File: src/rtl/mem_access_unit_pkg.sv
// mem_access_unit_pkg: funct3 access codes and FSM state encoding shared by the memory-access stage
package mem_access_unit_pkg;
  localparam logic [2:0] F3_LB  = 3'd0;
  localparam logic [2:0] F3_LH  = 3'd1;
  localparam logic [2:0] F3_LW  = 3'd2;
  localparam logic [2:0] F3_LBU = 3'd4;
  localparam logic [2:0] F3_LHU = 3'd5;
  localparam logic [2:0] F3_SB  = 3'd0;
  localparam logic [2:0] F3_SH  = 3'd1;
  localparam logic [2:0] F3_SW  = 3'd2;
  typedef enum logic [1:0] {
    IDLE = 2'd0,
    BUSY = 2'd1,
    DONE = 2'd2
  } state_e;
endpackage

File: src/rtl/mem_access_unit_if.sv
// mem_access_unit_if: data-memory bus; master issues req/we/addr/be/wdata, slave returns ack/rdata
interface mem_access_unit_if #(
  parameter int ADDR_W = 32
);
  logic              req;
  logic              we;
  logic [ADDR_W-1:0] addr;
  logic [3:0]        be;
  logic [31:0]       wdata;
  logic              ack;
  logic [31:0]       rdata;
  modport master(output req, we, addr, be, wdata, input ack, rdata);
  modport slave(input req, we, addr, be, wdata, output ack, rdata);
endinterface

File: src/rtl/mem_access_unit_store_lane_align.sv
// mem_access_unit_store_lane_align: size (funct3[1:0]) + byte offset -> byte enables, replicated store data, misalignment
// Ports: size, off, store_data in; be, wdata, misaligned out. Purely combinational.
module mem_access_unit_store_lane_align
  import mem_access_unit_pkg::*;
(
  input  logic [1:0]  size,
  input  logic [1:0]  off,
  input  logic [31:0] store_data,
  output logic [3:0]  be,
  output logic [31:0] wdata,
  output logic        misaligned
);
  always_comb begin
    be = size == F3_SB[1:0] ? 4'b0001 << off : size == F3_SH[1:0] ? 4'b0011 << off : 4'b1111;
    wdata = size == F3_SB[1:0] ? {4{store_data[7:0]}} :
            size == F3_SH[1:0] ? {2{store_data[15:0]}} : store_data;
    misaligned = size == F3_SH[1:0] ? off[0] : size == F3_SW[1:0] ? |off : 1'b0;
  end
endmodule

File: src/rtl/mem_access_unit.sv
// mem_access_unit: MEM-stage controller turning one load/store into a word-aligned dmem transaction
// Ports: clk, rst (async active-low); pipeline request mem_valid/mem_read/mem_write/funct3/addr/store_data;
// stall, load_data, load_valid, access_fault back to the pipeline; dmem master bus via mem_access_unit_if.
module mem_access_unit
  import mem_access_unit_pkg::*;
#(
  parameter int ADDR_W = 32
) (
  input  logic              clk,
  input  logic              rst,
  input  logic              mem_valid,
  input  logic              mem_read,
  input  logic              mem_write,
  input  logic [2:0]        funct3,
  input  logic [ADDR_W-1:0] addr,
  input  logic [31:0]       store_data,
  output logic              stall,
  output logic [31:0]       load_data,
  output logic              load_valid,
  output logic              access_fault,
  mem_access_unit_if.master dmem
);
  state_e            state_q, state_d;
  logic              we_q, we_d;
  logic [ADDR_W-1:0] addr_q, addr_d;
  logic [3:0]        be_q, be_d;
  logic [31:0]       wdata_q, wdata_d;
  logic [1:0]        size_q, size_d;
  logic [1:0]        off_q, off_d;
  logic [31:0]       load_data_q, load_data_d;
  logic              load_valid_q, load_valid_d;
  logic [3:0]        st_be;
  logic [31:0]       st_wdata, shifted;
  logic              misaligned, bad_f3, illegal, fire, start, capture;
  mem_access_unit_store_lane_align u_store_lane_align (
    .size      (funct3[1:0]),
    .off       (addr[1:0]),
    .store_data(store_data),
    .be        (st_be),
    .wdata     (st_wdata),
    .misaligned(misaligned)
  );
  always_comb begin
    bad_f3 = mem_write ? funct3 > F3_SW : !(funct3 inside {F3_LB, F3_LH, F3_LW, F3_LBU, F3_LHU});
    illegal = (mem_read && mem_write) || bad_f3 || misaligned;
    fire = state_q == IDLE && mem_valid && (mem_read || mem_write);
    start = fire && !illegal;
    // rst gating keeps these combinational outputs quiet while held in reset
    access_fault = rst && fire && illegal;
    stall = rst && (start || state_q == BUSY);
    capture = state_q == BUSY && dmem.ack && !we_q;
    shifted = dmem.rdata >> {off_q, 3'b000};
    state_d = start ? BUSY : state_q == BUSY ? (dmem.ack ? DONE : BUSY) : IDLE;
    we_d = start ? mem_write : we_q;
    addr_d = start ? {addr[ADDR_W-1:2], 2'b00} : addr_q;
    be_d = start ? (mem_write ? st_be : 4'b1111) : be_q;
    wdata_d = start ? (mem_write ? st_wdata : 32'h0) : wdata_q;
    size_d = start ? funct3[1:0] : size_q;
    off_d = start ? addr[1:0] : off_q;
    load_data_d = !capture ? load_data_q :
                  size_q == F3_LB[1:0] ? {24'h0, shifted[7:0]} :
                  size_q == F3_LH[1:0] ? {16'h0, shifted[15:0]} : shifted;
    load_valid_d = capture;
  end
  always_ff @(posedge clk or negedge rst) begin
    if (!rst) begin
      state_q      <= IDLE;
      we_q         <= 1'b0;
      addr_q       <= '0;
      be_q         <= 4'h0;
      wdata_q      <= 32'h0;
      size_q       <= 2'd0;
      off_q        <= 2'd0;
      load_data_q  <= 32'h0;
      load_valid_q <= 1'b0;
    end else begin
      state_q      <= state_d;
      we_q         <= we_d;
      addr_q       <= addr_d;
      be_q         <= be_d;
      wdata_q      <= wdata_d;
      size_q       <= size_d;
      off_q        <= off_d;
      load_data_q  <= load_data_d;
      load_valid_q <= load_valid_d;
    end
  end
  assign dmem.req   = state_q == BUSY;
  assign dmem.we    = we_q;
  assign dmem.addr  = addr_q;
  assign dmem.be    = be_q;
  assign dmem.wdata = wdata_q;
  assign load_data  = load_data_q;
  assign load_valid = load_valid_q;
endmodule
File: src/flat_wrapper.sv
// flat-port wrapper written by rule: the top's interface ports become plain ports
module mem_access_unit_flat import mem_access_unit_pkg::*;
#(
  parameter int ADDR_W = 32
)
  (clk, rst, mem_valid, mem_read, mem_write, funct3, addr, store_data, stall, load_data, load_valid, access_fault, dmem_req, dmem_we, dmem_addr, dmem_be, dmem_wdata, dmem_ack, dmem_rdata);
  mem_access_unit_if #(.ADDR_W(ADDR_W)) dmem_i ();
  input  logic clk;
  input  logic rst;
  input  logic mem_valid;
  input  logic mem_read;
  input  logic mem_write;
  input  logic [2:0] funct3;
  input  logic [ADDR_W-1:0] addr;
  input  logic [31:0] store_data;
  output logic stall;
  output logic [31:0] load_data;
  output logic load_valid;
  output logic access_fault;
  output wire logic [$bits(dmem_i.req)-1:0] dmem_req;
  output wire logic [$bits(dmem_i.we)-1:0] dmem_we;
  output wire logic [$bits(dmem_i.addr)-1:0] dmem_addr;
  output wire logic [$bits(dmem_i.be)-1:0] dmem_be;
  output wire logic [$bits(dmem_i.wdata)-1:0] dmem_wdata;
  input wire logic [$bits(dmem_i.ack)-1:0] dmem_ack;
  input wire logic [$bits(dmem_i.rdata)-1:0] dmem_rdata;
  assign dmem_req = dmem_i.req;
  assign dmem_we = dmem_i.we;
  assign dmem_addr = dmem_i.addr;
  assign dmem_be = dmem_i.be;
  assign dmem_wdata = dmem_i.wdata;
  assign dmem_i.ack = dmem_ack;
  assign dmem_i.rdata = dmem_rdata;
  mem_access_unit #(.ADDR_W(ADDR_W)) u_core (.clk(clk), .rst(rst), .mem_valid(mem_valid), .mem_read(mem_read), .mem_write(mem_write), .funct3(funct3), .addr(addr), .store_data(store_data), .stall(stall), .load_data(load_data), .load_valid(load_valid), .access_fault(access_fault), .dmem(dmem_i));
endmodule
File: config.mk
export PLATFORM = sky130hd
export DESIGN_NAME = mem_access_unit_flat
export DESIGN_NICKNAME = d
export VERILOG_FILES = /design/src/rtl/mem_access_unit_pkg.sv /design/src/rtl/mem_access_unit_if.sv /design/src/rtl/mem_access_unit_store_lane_align.sv /design/src/rtl/mem_access_unit.sv /design/src/flat_wrapper.sv
export SDC_FILE = /design/constraint.sdc
export NUM_CORES = 1
export LEC_CHECK = 0
export BUFFER_PORTS_ARGS = -buffer_cell sky130_fd_sc_hd__buf_2
export CAP_MARGIN = 20
export CORE_MARGIN = 2
export CORE_UTILIZATION = 35
export CTS_CLUSTER_DIAMETER = 120
export CTS_CLUSTER_SIZE = 8
export DETAILED_ROUTE_END_ITERATION = 8
export PLACE_DENSITY_LB_ADDON = 0.1
export SETUP_SLACK_MARGIN = 0.3
export SYNTH_ARGS = -nofsm -noshare
export SYNTH_HDL_FRONTEND = slang
export SYNTH_SLANG_ARGS = --single-unit
File: constraint.sdc
create_clock -name clk -period 4.2 [get_ports clk]
set_input_delay 0.42 -clock clk [delete_from_list [all_inputs] [get_ports clk]]
set_output_delay 0.42 -clock clk [all_outputs]
set_load 0.02 [all_outputs]
# ---- After elaboration in Yosys (flattened, before gate mapping)
# Cells that the tools add are included.
dict set report totals {
  inputBits 105
  reg_bits 106
  rom_bits 0
  mem_count 0
  output_inout_bits 105
  latchBits 0
  ramBits 0
  wordCells 57
}
dict set report op_classes {
  add_sub_neg 0
  eq_ne 8
  muxes 14
  order_cmp 1
  n_reduce_logical 22
  n_shift 3
  n_bitwise 0
  n_div 0
  n_mul 0
}
# op n
set ops {}
lappend ops {{32-bit 2-to-1 mux} 5}
lappend ops {{32-bit by 5-bit right shift with 32-bit output} 1}
lappend ops {{4-bit 2-to-1 mux} 3}
lappend ops {{1-bit logical AND} 9}
lappend ops {{2-bit by 1-bit equality test with 1-bit output, second input constant} 3}
lappend ops {{3-bit equality test, second input constant} 2}
lappend ops {{2-bit zero test} 3}
lappend ops {{2-bit 2-to-1 mux} 3}
lappend ops {{5-bit nonzero test} 1}
lappend ops {{1-bit logical OR} 4}
lappend ops {{1-bit by 2-bit left shift with 4-bit output, first input constant} 1}
lappend ops {{2-bit by 2-bit left shift with 4-bit output, first input constant} 1}
lappend ops {{3-bit by 1-bit equality test with 1-bit output, second input constant} 1}
lappend ops {{3-bit by 2-bit equality test with 1-bit output, second input constant} 1}
lappend ops {{3-bit by 2-bit greater-than comparator with 1-bit output, second input constant} 1}
lappend ops {{1-bit zero test} 3}
lappend ops {{3-bit zero test} 1}
lappend ops {{1-bit 2-to-1 mux} 3}
lappend ops {{2-bit equality test, second input constant} 1}
lappend ops {{2-bit OR reduction} 1}

# ---- Depth between registers and ports, before layout
# Gate-level depths: netlist of run 1.
dict set report logic_depth {
  depth_word 10
  ltp_mapped 8
}

# ---- Modules after synthesis
# Synthesis of run 1 repeated with hierarchy kept, for this count alone.
dict set report hier_totals {
  cells_unflattened 439
  hier_area_um2 5292.6
}
# mod n_inst cells_per_inst area_per_inst_um2 seq_area_each_um2
set modules_own_cells {}
lappend modules_own_cells {mem_access_unit 1 370 4724.5 2652.5}
lappend modules_own_cells {mem_access_unit_store_lane_align 1 69 568.0 0.0}

# ---- Least setup slack after synthesis of run 1
# OpenSTA, ideal clock, no wires.
dict set report synth_path {
  kind {input to output}
  start {input addr[0]}
  end {output stall}
  t_required_ns 3.780
  path_stages 8
  setup_slack_ns 1.831
  t_arrival_ns 1.949
  cell_sequence {inv_1 > ha_1 > or3b_1 > a221o_1 > nor2_4 > buf_6 > buf_6 > o21a_1}
}
dict set report synth_via {
  elab_chain_len 8
}
# item line_no
set synth_rtl {}
lappend synth_rtl {{from (decl)} flat_wrapper.sv:14} ;# input logic [ADDR_W-1:0] addr;
lappend synth_rtl {{2-bit OR reduction} mem_access_unit_store_lane_align.sv:17} ;# misaligned = size == F3_SH[1:0] ? off[0] : size == F3_SW[1:0] ? |off : 1'b0;
lappend synth_rtl {{1-bit 2-to-1 mux} mem_access_unit_store_lane_align.sv:17}
lappend synth_rtl {{1-bit 2-to-1 mux (*)} mem_access_unit_store_lane_align.sv:17}
lappend synth_rtl {{1-bit logical OR (*)} mem_access_unit.sv:45} ;# illegal = (mem_read && mem_write) || bad_f3 || misaligned;
lappend synth_rtl {{1-bit zero test (*)} mem_access_unit.sv:47} ;# start = fire && !illegal;
lappend synth_rtl {{1-bit logical AND (*)} mem_access_unit.sv:47}
lappend synth_rtl {{1-bit logical OR (*)} mem_access_unit.sv:50} ;# stall = rst && (start || state_q == BUSY);
lappend synth_rtl {{1-bit logical AND (*)} mem_access_unit.sv:50}
lappend synth_rtl {{to (decl)} flat_wrapper.sv:16} ;# output logic stall;
# Every way passes the cells marked *; elsewhere a longest branch is shown, timed or not.

# ---- Final worst setup path of run 1
# Ends and elaborated chain as after synthesis.

==> results of run 1 <==
cells by family after synthesis:
kind of cell	count (synthesis)
flops	106
buf+inv	45
mux	88
other cells	1
fa+ha+maj	4
compound gates	126
simple gates	84
state kept, by name, indices dropped and copies added (netlist names):
| name | flops |
|---|---|
| u_core.off_q | 2 |
| u_core.dmem.wdata | 32 |
| u_core.dmem.we | 1 |
| u_core.state_q | 2 |
| u_core.size_q | 2 |
| u_core.dmem.be | 4 |
| u_core.load_valid | 1 |
| u_core.load_data | 32 |
| u_core.dmem.addr | 30 |
critical path, cell delays in order:
cell     delay, ns
buf_2         0.13
inv_1         0.08
ha_1          0.16
or3b_1        0.34
a221o_1       0.29
buf_4         0.27
nor2_4        0.46
o21a_1        0.18
buf_2         0.16
layer usage:
metal	share of wire (%)	vias to the layer above	track usage, %
met5	0	-	0
li1	-	1990	-
met2	46	144	27.6
met4	1.8	0	6.41
met3	6.2	18	4.13
met1	46	1977	25.1
through the flow:
step           cell area (um^2)  cells  setup WS (ns)
2_1_floorplan              5060    455           1.83
3_3_place_gp               6190    809           1.02
3_5_place_dp               6190    809          0.967
4_1_cts                    6560    825           1.24
5_1_grt                    6560    825           1.09
6_report                   6560    825           1.28
placed cells by master (no fill, tap or decap), types with 2 or more instances in the layout:
| cell type | instances |
|---|---|
| buf_2 | 206 |
| dfrtp_1 | 106 |
| nand2_1 | 59 |
| o21ai_0 | 57 |
| mux2_2 | 53 |
| mux2i_1 | 25 |
| o31ai_1 | 24 |
| a22o_1 | 16 |
| nor2b_1 | 11 |
| mux2_1 | 10 |
| clkbuf_16 | 9 |
| a211oi_1 | 8 |
| a21oi_1 | 8 |
| a21boi_0 | 8 |
| buf_4 | 8 |
| nor2_1 | 5 |
| inv_1 | 4 |
| ha_1 | 4 |
| bufinv_16 | 4 |
| or3b_1 | 2 |
| o21a_1 | 2 |
| nand2b_1 | 2 |
| conb_1 | 2 |
| clkinv_2 | 2 |
where the power goes:
part	total [mW]	switching (mW)	internal, mW
Sequential	1.49	0.174	1.32
Combinational	1.31	0.788	0.522
Clock	1.01	0.368	0.638
Total	3.81	1.33	2.48
worst max-delay path by stage:
stage / startpoint / endpoint / slack (ns) / cells after the start
after floorplan: addr[0] / stall / 1.83 / 8
after global placement: addr[0] / u_core.dmem.addr[22] / 1.02 / 9
after detailed placement: addr[0] / u_core.dmem.addr[6] / 0.97 / 9
after CTS: addr[0] / stall / 1.24 / 9
after global routing: addr[0] / stall / 1.09 / 9
final: addr[0] / stall / 1.28 / 9
layout make-up:
class,instances,area (um^2),area share [%]
flip-flops and latches,106,2650,40.5
multi-input cells,304,2200,33.6
clock inverters,6,130,1.98
clock buffers,9,225,3.44
repair buffers,215,1100,16.8
inverters,5,18.8,0.286
well taps,180,225,3.44
timing repair:
action / in CTS / in global routing
hold buffers: 1 / 0
hold endpoints to repair: 16 / 0
buffers inserted: 0 / 0
==> reports/metrics.yaml, run 1 <==
cts:
  clock_latency_ns: 0.34
  cts_sinks: 106
  cts_root_buf: "clkbuf_16"
  clockBufferDepth: 2
  clk_pin_slew_ns: 0.07
  numCtsBuffers: 9
  cts_tree: "yes"
  cts_resized: 0
  htreeDepth: 3
global_route:
  grt_pass1_wl_um: 22400
  grt_max_degree: 51
  grt_use_total_pct: 18.0
  overflow: 0
  antenna_found_initial: 0
  grt_pass1_vias: 4121
worst_setup_path:
  reg2reg_depth: 5
  startpoint_type: "input port"
  crit_required_ns: 3.78
  critPathMaxFanout: 50
  crit_type: "in -> out"
  end_kind: "output port"
  arrival_ns: 2.50
  timing.rr.end: "u_core.dmem.addr[8]"
  reg2reg_from: "u_core.state_q[1]"
  r2r_slack_ns: 1.94
synthesis:
  ys_ff_latch: 106
  synth-simple-area-share_pct: 7.52
  synth_mux_area_share_pct: 19.0
  synthCells: 454
  synth-compound-area-share_pct: 15.9
  synth.most_common_cell: "dfrtp_1"
  synth.top_cell.area_share_pct: 52.4
  synth_edf_count: 0
  synth_warnings: 0
  synthArstFlopShare_pct: 100
  synth_seq_area_share_pct: 52.4
  synth-adder-area-share_pct: 0.989
  avgSynthCellArea_um2: 11.1
  synth_top_family_by_area: "multiplexers"
  ys_top_cells_by_count: "dfrtp_1 (106), nand2_1 (59), o21ai_0 (57)"
  ys_types: 33
  syn-cell-area_um2: 5060
  yosys.area.top_type: "dfrtp_1"
  synth_top_flop_cell: "dfrtp_1"
  yosys-top-cells-area: "dfrtp_1 (52%), mux2_2 (12%), o21ai_0 (5.6%)"
  synth-xor-area-share_pct: 0
sta:
  period_minus_slack_ns: 2.92
  worst_slew_pin_slew_ns: 0.861
  rsz0062_at_grt: "no"
  clock_skew_ns: 0.00692
  finalSetupViolCount: 0
  tns_ns: 0
  fmax_mhz: 343
  whs_ns: 0.286
  fin_crit_sh_pct: 69.5
  slew_headroom_pct: 42.6
  slew_violations: 0
  final_hold_viol_count: 0
route:
  dr.first_iter.drc_count: 227
  drc: 0
  wl_per_cell_um: 16.8
  routed_wl_um: 13800
  postRouteAntennaNets: 0
  viasPerCell: 5.00
  drt-pass1-iter-count: 4
  routed-via-count: 4129
placement:
  dpl.hpwl_um: 10100
  place.gp.congestion: 0.782
  portBuffers: 207
floorplan:
  dieArea_um2: 15400
  die-height_um: 124
  ioPinCount: 210
  initial_core_util_pct: 36.2
  die_x_um: 124
  num_rows: 43
  core-area_um2: 14000
pwr:
  leakage_nw: 3.26
  vdd_ir_drop_max_mv: 0.315
  powerDensity_nw_per_um2: 581
  power_mw: 3.81
hold_path:
  min_path_cells: 2
  whs_endpoint: "u_core.dmem.addr[23]"
  hold_path.class: "in -> reg"
  hp-start: "addr[23]"
finish:
  syn_to_final_growth_pct: 29.6
  final_util_pct: 46.9
  drive_gt1_share_pct: 44.0
  final_nets: 750
  fillers: 1366
  diodes: 0
status:
  status: "finished clean"
run:
  maxCapViolations: 0
Power figures use the tool's default switching activity.
==> inputs of run 2 (changes only) <==
==> constraint.sdc (replaced) <==
create_clock -name clk -period 2.7 [get_ports clk]
set_input_delay 0.27 -clock clk [delete_from_list [all_inputs] [get_ports clk]]
set_output_delay 0.27 -clock clk [all_outputs]
set_load 0.02 [all_outputs]
==> reports/metrics.yaml, run 2 (same netlist as run 1, synthesis figures left out) <==
sta:
  rsz0062_at_grt: "no"
  period_minus_slack_ns: 2.29
  fin_crit_sh_pct: 84.8
  slew_violations: 0  # unchanged
  final_hold_viol_count: 0  # unchanged
  clock_skew_ns: 0.00491  # -0.00201 ns
  fmax_mhz: 437
  finalSetupViolCount: 0  # unchanged
  slew_headroom_pct: 54.1  # +12 points
  worst_slew_pin_slew_ns: 0.689  # -0.173 ns
  tns_ns: 0  # unchanged
cts:
  cts_resized: 0  # unchanged
  cts_sinks: 106  # unchanged
  numCtsBuffers: 9  # unchanged
  hold_buffers: 0  # -1
  clock_latency_ns: 0.35  # about the same
  clockBufferDepth: 2  # unchanged
  htreeDepth: 3  # unchanged
  cts_root_buf: "clkbuf_16"
  cts_tree: "yes"
  clk_pin_slew_ns: 0.07  # about the same
finish:
  drive_gt1_share_pct: 44.7  # +0.67 points
  final_nets: 756  # +0.80%
  diodes: 0  # unchanged
  final_cell_area_um2: 6550  # -0.13%
  final_common_cell: "buf_2"
  final_cell_mix: "buf_2 (206), dfrtp_1 (106), nand2_1 (59)"
  syn_to_final_growth_pct: 29.4
pwr:
  powerDensity_nw_per_um2: 859  # +48%
  vdd_ir_drop_max_mv: 0.424  # +34%
  swShare_pct: 36.9  # +2.0 points
  cell_internal_pwr_mw: 3.55  # +43%
  p_sw_mw: 2.07  # +56%
  pwr-share-comb_pct: 37.1  # +2.7 points
  power.share.sequential_pct: 40.8  # +1.6 points
  leakage_nw: 3.26  # about the same
  clkPwrFrac_pct: 22.2  # -4.2 points
route:
  maxUsedRoutingLayer: "met4"
  wl_met3_um: 852  # -0.81%
  postRouteAntennaNets: 0  # unchanged
  drc: 0  # unchanged
  viasPerCell: 5.02  # +0.26%
  wl_met2_um: 6550  # +3.0%
  drt-pass1-iter-count: 6  # +2
  wl_per_cell_um: 16.6  # -0.66%
  routed_wl_um: 13800  # about the same
  dr.first_iter.drc_count: 202  # -11%
  routed-via-count: 4170  # +0.99%
  wl_met1_um: 6220  # -2.1%
global_route:
  grt_pass1_wl_um: 22400  # about the same
  antenna_found_initial: 0  # unchanged
  overflow: 0  # unchanged
  grt_use_total_pct: 18.0  # -0.038 points
  grt_max_degree: 55  # +7.8%
  grt_pass1_vias: 4205  # +2.0%
worst_setup_path:
  crit_type: "in -> out"
  crit_required_ns: 2.43  # -1.35 ns
  startpoint_type: "input port"
  end_kind: "output port"
  arrival_ns: 2.02  # -0.48 ns
  critPathMaxFanout: 49  # -2.0%
  r2r_slack_ns: 0.75  # -1.19 ns
placement:
  dpl_cell_area_um2: 6260  # +1.1%
  place.gp.congestion: 0.823  # +5.3%
  dpl.hpwl_um: 10200  # +1.3%
  portBuffers: 207  # unchanged
floorplan:
  num_rows: 43  # unchanged
  die-height_um: 124  # unchanged
  core-area_um2: 14000  # unchanged
  ioPinCount: 210  # unchanged
  initial_core_util_pct: 36.2  # unchanged
  die_x_um: 124  # unchanged
  dieArea_um2: 15400  # unchanged
status:
  status: "finished clean"
hold_path:
  hold_path.class: "in -> async"
run:
  maxCapViolations: 0  # unchanged
==> run 2: changes by cell type in the layout (fill, tap and decap cells not counted), sizes merged <==
| cell | change |
|---|---|
| buf | +7 |
| bufinv | -4 |
| clkbuf | +2 |
| clkinvlp | +1 |
| dlygate4sd3 | -1 |
| inv | +1 |
==> run 2: per-stage QoR <==
stage	std cells	util [%]	total power [mW]	setup WS, ns	hold WS (ns)
finish	831	46.8	5.62	0.412	0.136
global route	831	46.8	5.98	0.312	0.128
CTS	831	46.8	5.71	0.416	0.121
detailed placement	815	44.8	4.44	0.293	0.472
global placement	815	44.8	4.40	0.351	0.466
floorplan	455	-	3.63	0.631	-0.0256
==> run 2: layout make-up <==
cell class | instances | area [um^2]
fillers | 1398 | 7440
flip-flops and latches | 106 | 2650
multi-input cells | 304 | 2200
repair buffers | 221 | 1170
clock buffers | 11 | 253
well taps | 180 | 225
clock inverters | 4 | 26.3
inverters | 5 | 18.8
==> run 2: timing repair <==
item / CTS / global route
buffers inserted: 1 / 0
endpoints found under the setup margin: 1 / 0
hold endpoints to repair: 0 / 0
==> run 2: path summary, 6_finish.rpt <==
check	from	to	cells after the start
worst max-delay path	addr[0]	access_fault	8
worst min-delay path	rst	u_core.load_data[28]	2
worst max register to register	u_core.dmem.we	u_core.load_data[31]	4
worst min register to register	u_core.load_data[23]	u_core.load_data[23]	2
max in group asynchronous	rst	u_core.dmem.addr[11]	2
min in group clk	addr[24]	u_core.dmem.addr[24]	2
==> run 2: power groups by stage <==
stage | Combinational [mW] | Clock, mW | Sequential, mW
after CTS | 2.12 | 1.30 | 2.30
after global placement | 2.09 | 0 | 2.31
after global routing | 2.25 | 1.37 | 2.36
final | 2.08 | 1.25 | 2.29
after detailed placement | 2.11 | 0 | 2.32
after floorplan | 0.770 | 0 | 2.86
==> run 2: layer usage <==
| metal | up-vias | global-route usage, % |
|---|---|---|
| met1 | 2023 | 23.7 |
| met2 | 139 | 28.7 |
| met4 | 0 | 5.22 |
| met3 | 14 | 5.34 |
| li1 | 1994 | - |
| met5 | - | 0 |
==> run 2: worst max-delay path, cell delays in order <==
cell     delay (ns)
buf_2          0.13
inv_1          0.08
ha_1           0.16
or3b_1         0.34
a221o_1        0.35
buf_4          0.28
nor3b_1        0.20
buf_2          0.18
